[config.mk]
export PLATFORM = sky130hd
export DESIGN_NAME = input_conditioner
export DESIGN_NICKNAME = d
export VERILOG_FILES = /design/src/rtl/input_conditioner.sv
export SDC_FILE = /design/constraint.sdc
export NUM_CORES = 1
export LEC_CHECK = 0
export ABC_AREA = 1
export CAP_MARGIN = 0
export CORE_MARGIN = 3
export CORE_UTILIZATION = 50
export CTS_BUF_LIST = sky130_fd_sc_hd__clkbuf_8
export CTS_CLUSTER_SIZE = 20
export DETAILED_ROUTE_END_ITERATION = 16
export GPL_TIMING_DRIVEN = 1
export PLACE_DENSITY_LB_ADDON = 0.08
export SYNTH_ARGS = -nofsm -noshare
export SYNTH_HDL_FRONTEND = slang
export SYNTH_SLANG_ARGS = --single-unit
export TNS_END_PERCENT = 5
[constraint.sdc]
create_clock -name clk_i -period 1.7 [get_ports clk_i]
set_clock_uncertainty 0.1 [all_clocks]
set_input_delay 0.255 -clock clk_i [delete_from_list [all_inputs] [get_ports clk_i]]
set_output_delay 0.255 -clock clk_i [all_outputs]
set_load 0.02 [all_outputs]
[src/rtl/input_conditioner.sv]
// input_conditioner: synchronise, debounce and edge-detect slow external
// inputs (buttons, slide switches) ahead of the SoC. Each channel has its own
// flop-chain synchroniser and stability counter. The block produces
// registered one-cycle rise/fall pulses and a masked interrupt pulse.

module input_conditioner #(
    parameter int                NUM_IN          = 17,
    parameter int                SYNC_STAGES     = 2,
    parameter int                DEBOUNCE_CYCLES = 1000000,
    parameter logic [NUM_IN-1:0] RESET_VAL       = '0,
    parameter logic [NUM_IN-1:0] IRQ_MASK        = NUM_IN'(1) << (NUM_IN - 1)
) (
    input  logic              clk_i,
    input  logic              arst_n_i,
    input  logic [NUM_IN-1:0] raw_i,
    output logic [NUM_IN-1:0] stable_o,
    output logic [NUM_IN-1:0] rise_o,
    output logic [NUM_IN-1:0] fall_o,
    output logic              irq_o
);

    // Counter only has to reach DEBOUNCE_CYCLES-1; keep at least one bit so
    // the DEBOUNCE_CYCLES=1 case still elaborates.
    localparam int              CNT_W   = (DEBOUNCE_CYCLES > 1) ? $clog2(DEBOUNCE_CYCLES) : 1;
    localparam logic [CNT_W-1:0] CNT_MAX = CNT_W'(DEBOUNCE_CYCLES - 1);

    logic [NUM_IN-1:0] sync_q [SYNC_STAGES];
    logic [NUM_IN-1:0] sync;

    logic [CNT_W-1:0]  cnt_q  [NUM_IN];
    logic [CNT_W-1:0]  cnt_d  [NUM_IN];
    logic [NUM_IN-1:0] stable_q, stable_d;
    logic [NUM_IN-1:0] rise_q,   rise_d;
    logic [NUM_IN-1:0] fall_q,   fall_d;

    // Synchroniser chain: pure flop-to-flop, no logic between stages.
    // NOTE: sequential state uses non-blocking assignments so every stage
    // samples the previous stage's old value and the chain shifts by one.
    always_ff @(posedge clk_i or negedge arst_n_i) begin
        if (!arst_n_i) begin
            for (int s = 0; s < SYNC_STAGES; s++) begin
                sync_q[s] <= RESET_VAL;
            end
        end else begin
            sync_q[0] <= raw_i;
            for (int s = 1; s < SYNC_STAGES; s++) begin
                sync_q[s] <= sync_q[s-1];
            end
        end
    end

    // Only the last stage is allowed to feed any logic.
    assign sync = sync_q[SYNC_STAGES-1];

    // Per-channel debounce decision: clear on agreement, count on
    // disagreement, accept and pulse once the count saturates.
    // NOTE: every output gets a default before the loop; without the
    // defaults this block would infer latches for the untouched paths.
    always_comb begin
        cnt_d    = cnt_q;
        stable_d = stable_q;
        rise_d   = '0;
        fall_d   = '0;
        for (int i = 0; i < NUM_IN; i++) begin
            if (sync[i] == stable_q[i]) begin
                cnt_d[i] = '0;
            end else if (cnt_q[i] == CNT_MAX) begin
                stable_d[i] = sync[i];
                cnt_d[i]    = '0;
                rise_d[i]   = sync[i];
                fall_d[i]   = ~sync[i];
            end else begin
                cnt_d[i] = cnt_q[i] + 1'b1;
            end
        end
    end

    // Debounce state and registered edge pulses.
    // NOTE: the counter array is control state, not data storage, so it is
    // reset. A reset mid-count must discard partial progress.
    always_ff @(posedge clk_i or negedge arst_n_i) begin
        if (!arst_n_i) begin
            for (int i = 0; i < NUM_IN; i++) begin
                cnt_q[i] <= '0;
            end
            stable_q <= RESET_VAL;
            rise_q   <= '0;
            fall_q   <= '0;
        end else begin
            cnt_q    <= cnt_d;
            stable_q <= stable_d;
            rise_q   <= rise_d;
            fall_q   <= fall_d;
        end
    end

    assign stable_o = stable_q;
    assign rise_o   = rise_q;
    assign fall_o   = fall_q;

    // Derived only from registered pulses, so the interrupt cannot glitch.
    assign irq_o = |(rise_q & IRQ_MASK);

endmodule

**Word level (Yosys, flattened, before mapping)**

Cells that the tools add are included.

- Latch bits: 0
- Bits in registers: 425
- Bits in read-only memories: 0
- Memory bits (writable): 0
- Memories: 0
- Output and inout bits: 52
- Word-level logic and storage cells: 242

- Bitwise gates (word level): 34
- Equal/unequal tests: 34
- Magnitude comparators: 0
- Shift operators: 0
- Add/subtract/negate cells: 17
- Mux-type cells: 102
- Reduce and logical (&&, ||, !) cells: 17
- Multipliers: 0
- Div/mod/pow operators: 0

Operator list:

| kind | number |
|---|---|
| 20-bit two-way mux | 34 |
| 20-bit by 1-bit adder with 20-bit output, second input constant | 17 |
| 20-bit == test, second input constant | 17 |
| 1-bit two-way mux | 68 |
| 1-bit inverter | 34 |
| 2-bit AND reduction | 17 |
| 1-bit == test | 17 |

**Depth between registers and ports, before layout**

- Depth after elaboration: 3
- Mapped depth: 9

**Worst setup path after synthesis**

Ideal clock, no wire load.

- Path kind: register to register
- From: register cnt_q[40] (netlist bit)
- To: register cnt_q[52] (netlist bit)
- Slack: 0.174 ns
- Stages on the path, launching flop included: 9
- Period minus slack after synthesis: 1.526 ns
- Arrival time: 1.296 ns
- Path buffers: 0
- Path through: dfrtp_1 ha_1 nand3_1 inv_1 nand2_1 nor2_2 or2_2 nand2_1 nor2_1

RTL lines:

| item | RTL line | RTL |
|---|---|---|
| start, declared | 30 | `logic [CNT_W-1:0] cnt_q [NUM_IN];` |
| start signal, assigned | 90 | `cnt_q <= cnt_d;` |

**Worst setup path after layout**

- From: register rise_q[16] (netlist: rise_o[16])
- To: output port rise_o[16]

RTL lines:

| item | RTL line | RTL |
|---|---|---|
| start, declared | 33 | `logic [NUM_IN-1:0] rise_q, rise_d;` |
| start signal, assigned | 92 | `rise_q <= rise_d;` |
| end, declared | 17 | `output logic [NUM_IN-1:0] rise_o,` |

No word-level cell between the ends.

==> qor.csv <==
metric;value;unit
nets@finish;3010;
area delta synth->final;15.9;%
Finished Cell Area;0.0252;mm²
post-synthesis cell type count;33;
Post-Place Cells;3454;
Leak;11.0;nW
Total Routing Usage GR;19.9;%
fin cells;3602;
Yosys reg bits;425;
Worst Setup Start Kind;register;
grt ovf;0;
largest stage delay on the critical path;0.37;ns
Hold Crit Class;in2async;
Worst-path clk slew;0.06;ns
first-pass GRT wire length;79100;µm
placed inst area;0.0235;mm²
most frequent cells in the layout;nor2_1, nand2_1, dfrtp_1;
iteration-0 DRC count of the detailed router;1050;
mapped cell area;0.0217;mm²
WP buf/inv;1;
WP data arrival;1.31;ns
Ant. Diodes;0;
worst-case reg-to-reg path depth;6;
IO buf count;70;
total power;20.5;mW
clk_lat worst skew;0.63;ns
Syn Nets;2810;
DR vias/cell;4.98;
Post-synth EDFFs;0;
die area;0.0460;mm²
pwr/cell area;816;mW/mm²
Slew headroom;78.1;%
Final ANT Viol Nets;0;
htree depth;3;
vias;17953;
CP max stage cell;dfrtp_1;
crit-path leading delay family;flip-flops;
critical path capture point type;output port;
top_reg_cell synth;dfrtp_1;
Reg-to-Reg Start;cnt_q[140];
Critical Path Fanout Max;2;
Final period util;98.0;%
DRC Markers;0;
Core Footprint;0.0424;mm²
Placer Congestion;0.892;
detailed placer's ending HPWL;32200;µm
critical path cell sequence;dlygate4sd2_1;
largest net degree at the start of global routing;57;
Slew Viols, Final;0;
most common cell after layout, fill and taps aside;nor2_1;
RR Endpoint;cnt_q[143];
Initial Utilization;51.2;%
Clock Path Buffers;3;
filler cell count;3842;
Syn Area/Cell;7.83;µm²
register area share after synthesis;49.0;%
Core Util, Final;59.3;%
share of cells above drive strength 1;11.1;%
Inserted Clock Buffers;74;
yosys warns;0;
min Tclk post-route;1.67;ns
setup violators final;0;
Critical Path RT;1.34;ns
Async SR Flop Fraction;100;%
DR WL/cell;12.4;µm
chip height;214;µm
Max IR drop VDD;880;µV
Fin. Hold Viols;0;
clock sink count;425;
CTS tree;done;
fmax;0.600;GHz
initial antenna violation count;1;
RSZ-0062 raised after global routing;true;
reg-to-reg setup timing slack;0.10;ns
Max-Cap Viols;0;
Post-Synthesis Cells;2774;
I/O pin cnt;71;
status;completed;
DR pass1 iterations;5;
DIE WIDTH;214;µm
vias in the first global route;17608;
Final Routed Wirelength;44700;µm
class of the most critical setup path;reg2out;
Slew @ Worst Pin;0.329;ns
root buf cell;clkbuf_8;
placement row count;75;
## worst max-delay path by stage
stage	slack [ns]	to	depth (start not counted)	start
finish	0.03	rise_o[16]	1	rise_o[16]
CTS	-0.03	rise_o[16]	1	rise_o[16]
detailed placement	0.05	cnt_q[143]	6	cnt_q[140]
global route	-0.05	rise_o[16]	1	rise_o[16]
global placement	0.09	cnt_q[52]	8	cnt_q[40]
floorplan	0.17	cnt_q[52]	8	cnt_q[40]
## power breakdown
part / switching, mW / total [mW] / internal (mW)
clock network: 4.05 / 9.39 / 5.34
logic: 0.501 / 0.775 / 0.274
registers: 0.105 / 10.4 / 10.3
total: 4.66 / 20.5 / 15.9
## cell type report
| type | count | area [µm²] | area share, % |
|---|---|---|---|
| sequential | 425 | 10600 | 42.3 |
| multi-input combinational | 2064 | 10100 | 40.2 |
| clock buffer | 96 | 1320 | 5.25 |
| timing repair buffer | 135 | 1140 | 4.54 |
| inverter | 274 | 1030 | 4.09 |
| tap | 577 | 722 | 2.87 |
| clock inverter | 31 | 191 | 0.761 |
## timing repair
item,CTS,global route
hold endpoints to repair,442,0
hold buffers,19,0
setup endpoints to repair,52,128
gates resized for setup,143,53
setup buffers,2,0
## flip-flops by register name, summed over array words and instances (netlist names)
register  count
sync_q       17
cnt_q       340
rise_o       17
fall_o       17
stable_o     17
sync         17
## per-layer routing
layer	global-route usage, %	part of all wire, %	up-vias
li1	-	-	9163
met4	6.19	2.2	2
met5	0	0.016	-
met2	32.5	46	291
met3	4.08	4.1	87
met1	26.9	48	8410
## per-stage QoR
step | hold slack, ns | setup WS [ns] | TNS, ns
after floorplan | -0.141 | 0.174 | 0
after global placement | 0.0799 | 0.0851 | 0
after detailed placement | 0.0843 | 0.0463 | 0
after CTS | 0.185 | -0.0325 | -0.0711
after global routing | 0.215 | -0.0519 | -0.125
final | 0.247 | 0.0332 | 0
## Yosys cell counts (22+ instances only)
cell     count  area (µm²)
o21ai_0     24         120
dfrtp_1    425       10600
xnor2_1     66         578
nand2_1    486        1820
nand3_2     22         220
xor2_1     100         876
nor3_1      73         365
nand3_1    293        1470
nor2_2      48         300
nand4_1     29         181
inv_1      273        1020
a21oi_1     46         230
nor2_1     770        2890
## tightest hold or removal path: cells and delay by family
kind / cells / cell delay (ns)
buffers and inverters: 3 / 1.04
## cells by family after synthesis
family / count (synthesis) / synth area share [%]
AO/OA/AOI/OAI: 82 / 1.99
AND/OR/NAND/NOR: 1799 / 36.4
flip-flops: 425 / 49.0
XOR/XNOR: 166 / 6.70
buffers and inverters: 285 / 4.96
adder cells (fa/ha/maj): 17 / 0.980
Note: power is estimated with default switching activity, not from simulation.
